$ cat config.mk
export PLATFORM = sky130hd
export DESIGN_NAME = lopd_normalize_pipe
export DESIGN_NICKNAME = d
export VERILOG_FILES = /design/src/rtl/lopd_normalize_pipe.sv
export SDC_FILE = /design/constraint.sdc
export NUM_CORES = 1
export LEC_CHECK = 0
export BUFFER_PORTS_ARGS = -buffer_cell sky130_fd_sc_hd__buf_2
export CORE_MARGIN = 1
export CORE_UTILIZATION = 59
export CTS_CLUSTER_SIZE = 10
export DETAILED_ROUTE_END_ITERATION = 12
export PLACE_DENSITY = 0.85
export SKIP_LAST_GASP = 1
export SYNTH_ARGS = -nofsm -noshare
export SYNTH_HDL_FRONTEND = slang
export SYNTH_SLANG_ARGS = --single-unit
$ cat constraint.sdc
create_clock -name i_clk -period 3.5 [get_ports i_clk]
set_input_delay 0.35 -clock i_clk [delete_from_list [all_inputs] [get_ports i_clk]]
set_output_delay 0.35 -clock i_clk [all_outputs]
set_load 0.005 [all_outputs]
$ cat src/rtl/lopd_normalize_pipe.sv
// lopd_normalize_pipe: two-stage normaliser after the leading-one detector, clamping to denormal on exponent underflow.
// Optional underflow event counter (o_uf_count) enabled by defining LOPD_NORM_UF_CNT_EN.
module lopd_normalize_pipe #(
  parameter int EXP_W = 8,
  parameter int CNT_W = 16
) (
  input  logic             i_clk,
  input  logic             i_rst_n,
  input  logic             i_valid,
  output logic             o_ready,
  input  logic [15:0]      i_data,
  input  logic [3:0]       i_pos_one,
  input  logic             i_zero_flag,
  input  logic [EXP_W-1:0] i_exp,
  output logic             o_valid,
  input  logic             i_ready,
  output logic [15:0]      o_data,
  output logic [EXP_W-1:0] o_exp,
  output logic             o_zero,
  output logic             o_underflow
`ifdef LOPD_NORM_UF_CNT_EN
  ,
  output logic [CNT_W-1:0] o_uf_count
`endif
);
  logic             s1_valid_q, s1_valid_d, s1_zero_q, s1_zero_d, s1_uf_q, s1_uf_d;
  logic [15:0]      s1_data_q, s1_data_d;
  logic [3:0]       s1_shift_q, s1_shift_d;
  logic [EXP_W-1:0] s1_exp_q, s1_exp_d;
  logic             s2_valid_q, s2_valid_d, s2_zero_q, s2_zero_d, s2_uf_q, s2_uf_d;
  logic [15:0]      s2_data_q, s2_data_d;
  logic [EXP_W-1:0] s2_exp_q, s2_exp_d;
  logic [3:0]       sa;
  logic             exp_gt, s2_adv, s2_load, in_fire;
  always_comb begin
    sa = 4'd15 - i_pos_one;
    exp_gt = i_exp > EXP_W'(sa);
    s2_adv = ~s2_valid_q | i_ready;
    s2_load = s2_adv & s1_valid_q;
    o_ready = ~s1_valid_q | s2_adv;
    in_fire = i_valid & o_ready;
    s1_valid_d = o_ready ? i_valid : s1_valid_q;
    s1_data_d = in_fire ? i_data : s1_data_q;
    s1_zero_d = in_fire ? i_zero_flag : s1_zero_q;
    s1_uf_d = in_fire ? (~i_zero_flag & ~exp_gt) : s1_uf_q;
    s1_exp_d = !in_fire ? s1_exp_q : (i_zero_flag | ~exp_gt) ? '0 : i_exp - EXP_W'(sa);
    // On underflow shift only as far as the exponent allows, landing at exponent 0.
    s1_shift_d = !in_fire ? s1_shift_q : i_zero_flag ? 4'd0 : exp_gt ? sa :
                 (i_exp == '0) ? 4'd0 : 4'(i_exp - EXP_W'(1));
    s2_valid_d = s2_adv ? s1_valid_q : s2_valid_q;
    s2_data_d = !s2_load ? s2_data_q : s1_zero_q ? 16'd0 : s1_data_q << s1_shift_q;
    s2_exp_d = s2_load ? s1_exp_q : s2_exp_q;
    s2_zero_d = s2_load ? s1_zero_q : s2_zero_q;
    s2_uf_d = s2_load ? s1_uf_q : s2_uf_q;
  end
  always_ff @(posedge i_clk or negedge i_rst_n) begin
    if (!i_rst_n) begin
      s1_valid_q <= 1'b0;
      s1_data_q  <= '0;
      s1_shift_q <= '0;
      s1_exp_q   <= '0;
      s1_zero_q  <= 1'b0;
      s1_uf_q    <= 1'b0;
      s2_valid_q <= 1'b0;
      s2_data_q  <= '0;
      s2_exp_q   <= '0;
      s2_zero_q  <= 1'b0;
      s2_uf_q    <= 1'b0;
    end else begin
      s1_valid_q <= s1_valid_d;
      s1_data_q  <= s1_data_d;
      s1_shift_q <= s1_shift_d;
      s1_exp_q   <= s1_exp_d;
      s1_zero_q  <= s1_zero_d;
      s1_uf_q    <= s1_uf_d;
      s2_valid_q <= s2_valid_d;
      s2_data_q  <= s2_data_d;
      s2_exp_q   <= s2_exp_d;
      s2_zero_q  <= s2_zero_d;
      s2_uf_q    <= s2_uf_d;
    end
  end
  assign o_valid     = s2_valid_q;
  assign o_data      = s2_data_q;
  assign o_exp       = s2_exp_q;
  assign o_zero      = s2_zero_q;
  assign o_underflow = s2_uf_q;
`ifdef LOPD_NORM_UF_CNT_EN
  logic [CNT_W-1:0] uf_cnt_q, uf_cnt_d;
  always_comb begin
    uf_cnt_d = (o_valid & i_ready & o_underflow & (uf_cnt_q != '1)) ? uf_cnt_q + CNT_W'(1) : uf_cnt_q;
  end
  always_ff @(posedge i_clk or negedge i_rst_n) begin
    if (!i_rst_n) uf_cnt_q <= '0;
    else uf_cnt_q <= uf_cnt_d;
  end
  assign o_uf_count = uf_cnt_q;
`endif
endmodule

### Word-level counts from Yosys, hierarchy flattened

Cells that the tools add are included.

| word-level totals | value |
|---|---|
| input bits | 33 |
| logic and storage cells | 32 |
| register bits | 58 |

| operators by class | value |
|---|---|
| reductions and logical operators | 1 |
| mux-type cells | 5 |
| shift operators | 1 |
| $lt $le $gt $ge | 1 |
| add/subtract/negate cells | 3 |
| bitwise gates (word level) | 10 |

Operators by type and width:

| operator | number |
|---|---|
| $mux 16 | 1 |
| $shl 16x4->16 | 1 |
| $mux 4 | 3 |
| $gt 8x4->1 | 1 |
| $logic_not 8->1 | 1 |
| $mux 8 | 1 |
| $sub 8x4->8 | 1 |
| $not 1->1 | 4 |
| $sub 4x1->4 const B | 1 |
| $sub 4x4->4 const A | 1 |
| $and 1x1->1 | 3 |
| $or 1x1->1 | 3 |

### Longest topological paths before layout

| logic depth | value |
|---|---|
| word-level depth | 5 |
| depth in mapped cells | 9 |
| depth with buffers taken out | 9 |

### Worst setup path after synthesis

No wires, ideal clock.

| timing path | value |
|---|---|
| path type | in2reg |
| from | input i_exp[0] |
| to | register s1_shift_q[3] |
| path buffers | 1 |
| data required time | 3,362 ps |
| arrival | 1,666 ps |
| path slack | 1,696 ps |
| stages | 9 |
| setup time | 138 ps |
| cell sequence | inv_1 ha_1 inv_1 fa_1 nand3_1 a21oi_1 o211ai_2 clkbuf_2 o221ai_1 |

| between the ends | value |
|---|---|
| word-level cells in the longest chain between the ends | 4 |
| elaborated cells on any way between the ends | 6 |

Ends and longest elaborated chain:

| item | line | source |
|---|---|---|
| from (decl) | 14 | `input logic [EXP_W-1:0] i_exp,` |
| $sub 4x1->4 / $logic_not 8->1 (equally long branches) | 49 | `(i_exp == '0) ? 4'd0 : 4'(i_exp - EXP_W'(1));` |
| $mux 4 | 49 |  |
| $mux 4 (*) (2 in series) | 48 | `s1_shift_d = !in_fire ? s1_shift_q : i_zero_flag ? 4'd0 : exp_gt ? sa :` |
| to (signal assigned) | 72 | `s1_shift_q <= s1_shift_d;` |
| to (decl) | 28 | `logic [3:0] s1_shift_q, s1_shift_d;` |

Mark *: on every way between the ends. The rest lies on a longest branch, timed or not.
A chain may end at the register's enable or synchronous reset.

### Final worst setup path

| timing path | value |
|---|---|
| from | register s1_shift_q[1] |
| to | register s2_data_q[13] (netlist: o_data[13]) |

| between the ends | value |
|---|---|
| word-level cells in the longest chain between the ends | 2 |

Ends and longest elaborated chain:

| item | line | source |
|---|---|---|
| $shl 16x4->16 | 51 | `s2_data_d = !s2_load ? s2_data_q : s1_zero_q ? 16'd0 : s1_data_q << s1_shift_q;` |
| $mux 16 | 51 |  |
| to (signal assigned) | 77 | `s2_data_q <= s2_data_d;` |
| to (decl) | 31 | `logic [15:0] s2_data_q, s2_data_d;` |

No other way between the ends.

==> results.yml <==
detailed_routing:
  drt_iter0_drc: 238
  wl_mm: 6.94
  drcViolationCount: 0
  dr.pass1.iters: 5
  wl_per_cell_um: 17.3
  via_per_inst: 5.93
  num_vias: 2377
  drt.antenna.violating_nets: 0
clock_tree:
  htree_levels: 3
  cts_tree: "yes"
  cts_post_setup_buffers_inserted: 0
  cts_made_buffers: 9
  cts-root-buf: "clkbuf_8"
  cts.sinks: 58
  clk_latency_ns: 0.34
  clk_pin_slew_ns: 0.07
  holdBufCountCts: 0
  cts_resized: 0
  cts_buffer_depth: 2
run:
  maxCapViolations: 0
grt:
  grt_pass1_vias: 2226
  grt_overflow: 0
  grt_start_max_net_pins: 34
  antenna_found_initial: 0
  grt_usage_pct: 28.9
  grt_pass1_wl_mm: 11.4
setup_path:
  reg2regPathDepth: 5
  r2r_end: "o_data[13]"
  required_ns: 3.70
  reg2reg_slack_ns: 1.29
  critPathArrivalTime_ns: 2.41
  cp_max_fo: 22
  crit_type: "register to register"
  end_kind: "register"
  start_kind: "register"
  r2r-start: "s1_shift_q[1]"
timing:
  skew_ns: 0.00924
  hold_viol: 0
  slew_headroom_pct: 41.3
  tightest_slew_ns: 0.880
  drv_slew: 0
  fin_tns_setup_ns: 0
  post-route-period-util_pct: 63.0
  fmax_mhz: 454
  finalSetupViolCount: 0
  period_minus_slack_ns: 2.21
  rsz0062_at_grt: "false"
finish:
  fill_cells: 322
  nets: 368
  layout-drive-gt1-share_pct: 35.3
  stdcell_count: 401
  area_growth_pct: 18.9
  num_antenna_cells: 0
logic_synthesis:
  synth_nets: 309
  yosysUniqueCellTypes: 48
  syn_inst: 270
  ys_async_sr_fraction_pct: 100
  synth.cell_area_sq_um: 3040
  synth_ff_type: "dfrtp_1"
  syn_area_per_cell_sq_um: 11.3
  yosysSeqAreaShare_pct: 47.7
  synth-edff-count: 0
  ys_ff_latch: 58
  yosys_warnings: 0
floorplan:
  core_area_sq_um: 4850
  start_util_pct: 62.8
  die_w_um: 73.8
  rows: 25
  die-area_sq_um: 5450
  die_y_um: 73.8
  ioPinCount: 61
status:
  status: "completed"
pwr:
  power.total_w: 0.00217
  p_leak_nw: 1.72
  power_density_nw_per_um2: 600
  ir_drop_mv: 0.302
min_path:
  hold_class: "input pin to asynchronous set/reset pin"
placement:
  gp_congestion: 0.919
  dp_hpwl_mm: 4.95
  io_buffers: 60
  dpl.cell_count: 385
state kept, by name (all words and copies together) (netlist names):
signal	cells
s1_zero_q	1
s1_data_q	16
o_data	16
s1_valid_q	1
o_valid	1
s1_exp_q	8
o_underflow	1
o_zero	1
o_exp	8
s1_shift_q	4
s1_uf_q	1
critical path, stage by stage, from the launching register on:
cell and delay (ns):
dfrtp_1 0.92, mux2_2 0.44, mux2i_1 0.24, nor3_1 0.09, o31ai_1 0.25, o211ai_1 0.12
synth_stat cells (3+ instances only):
library cell | instances | area share (%)
dfrtp_1 | 58 | 48
nand2b_1 | 7 | 1.4
xor2_1 | 3 | 0.86
o21ai_0 | 22 | 3.6
inv_1 | 9 | 1.1
ha_1 | 5 | 2.1
xnor2_1 | 4 | 1.2
buf_2 | 6 | 0.99
nand3_1 | 3 | 0.49
clkbuf_1 | 4 | 0.49
o221ai_1 | 4 | 1.2
nor2_1 | 8 | 0.99
nand2_1 | 29 | 3.6
a22o_1 | 5 | 1.4
nor3_1 | 6 | 0.99
mux2i_1 | 19 | 6.2
mux2_2 | 32 | 12
a21oi_1 | 6 | 0.99
power breakdown:
group / internal [W] / switching, W / total (W)
logic: 0.000245 / 0.000243 / 0.000488
clock network: 0.000509 / 0.000273 / 0.000783
registers: 0.000792 / 0.000106 / 0.000898
cell type report:
cell class	count	area (sq um)	share of cell area (%)
inverter	10	37.5	1.04
multi-input combinational	188	1480	40.9
tap	67	83.8	2.32
timing repair buffer	62	315	8.72
clock inverter	5	100	2.77
sequential	58	1450	40.1
clock buffer	11	151	4.19
worst max path at each step:
| stage | start | endpoint | slack [ns] | cells past startpoint |
|---|---|---|---|---|
| 2_1_floorplan | i_exp[0] | s1_shift_q[3] | 1.70 | 9 |
| 3_5_place_dp | i_exp[0] | s1_shift_q[3] | 1.30 | 9 |
| 5_1_grt | s1_shift_q[1] | o_data[13] | 1.16 | 5 |
| 6_report | s1_shift_q[1] | o_data[13] | 1.29 | 5 |
| 4_1_cts | s1_shift_q[1] | o_data[9] | 1.34 | 4 |
| 3_3_place_gp | i_exp[0] | s1_shift_q[3] | 1.38 | 9 |
per-layer routing:
layer  wire [um]  global-route usage, %  vias up
met5           0                      0        -
met4          97                   13.2        0
met3         484                   7.68       10
met2        3200                   40.8      137
met1        3160                   41.5     1128
li1            -                      -     1102
cells by family (layout without fill, tap and decap cells):
logic type               Yosys count  count (layout)  share of synthesized area [%]
AND/OR/NAND/NOR                   67              67                           11.4
adder cells (fa/ha/maj)            6               6                           2.71
AO/OA/AOI/OAI                     54              54                           12.0
buffers and inverters             24              88                           3.74
flip-flops                        58              58                           47.7
XOR/XNOR                           7               7                           2.01
multiplexers                      54              54                           20.4
placed cells by master (no fill, tap or decap), drive strengths merged, types with 7 or more instances in the layout:
cell type / synthesis / routed
mux2: 32 / 32
nand2: 29 / 29
nand2b: 7 / 7
buf: 9 / 62
nor2: 8 / 8
dfrtp: 58 / 58
mux2i: 19 / 19
o21ai: 22 / 22
clkbuf: 5 / 11
inv: 10 / 10
per-stage QoR:
step	instance area [sq um]	util (%)	worst slack [ns]	hold slack, ns
5_1_grt	3620	74.6	1.16	0.0615
4_1_cts	3620	74.6	1.34	0.0251
2_1_floorplan	3040	-	1.70	0.0544
3_5_place_dp	3370	69.4	1.30	0.401
3_3_place_gp	3370	69.4	1.38	0.388
6_report	3620	74.6	1.29	0.00119
Note: power is estimated with default switching activity, not from simulation.
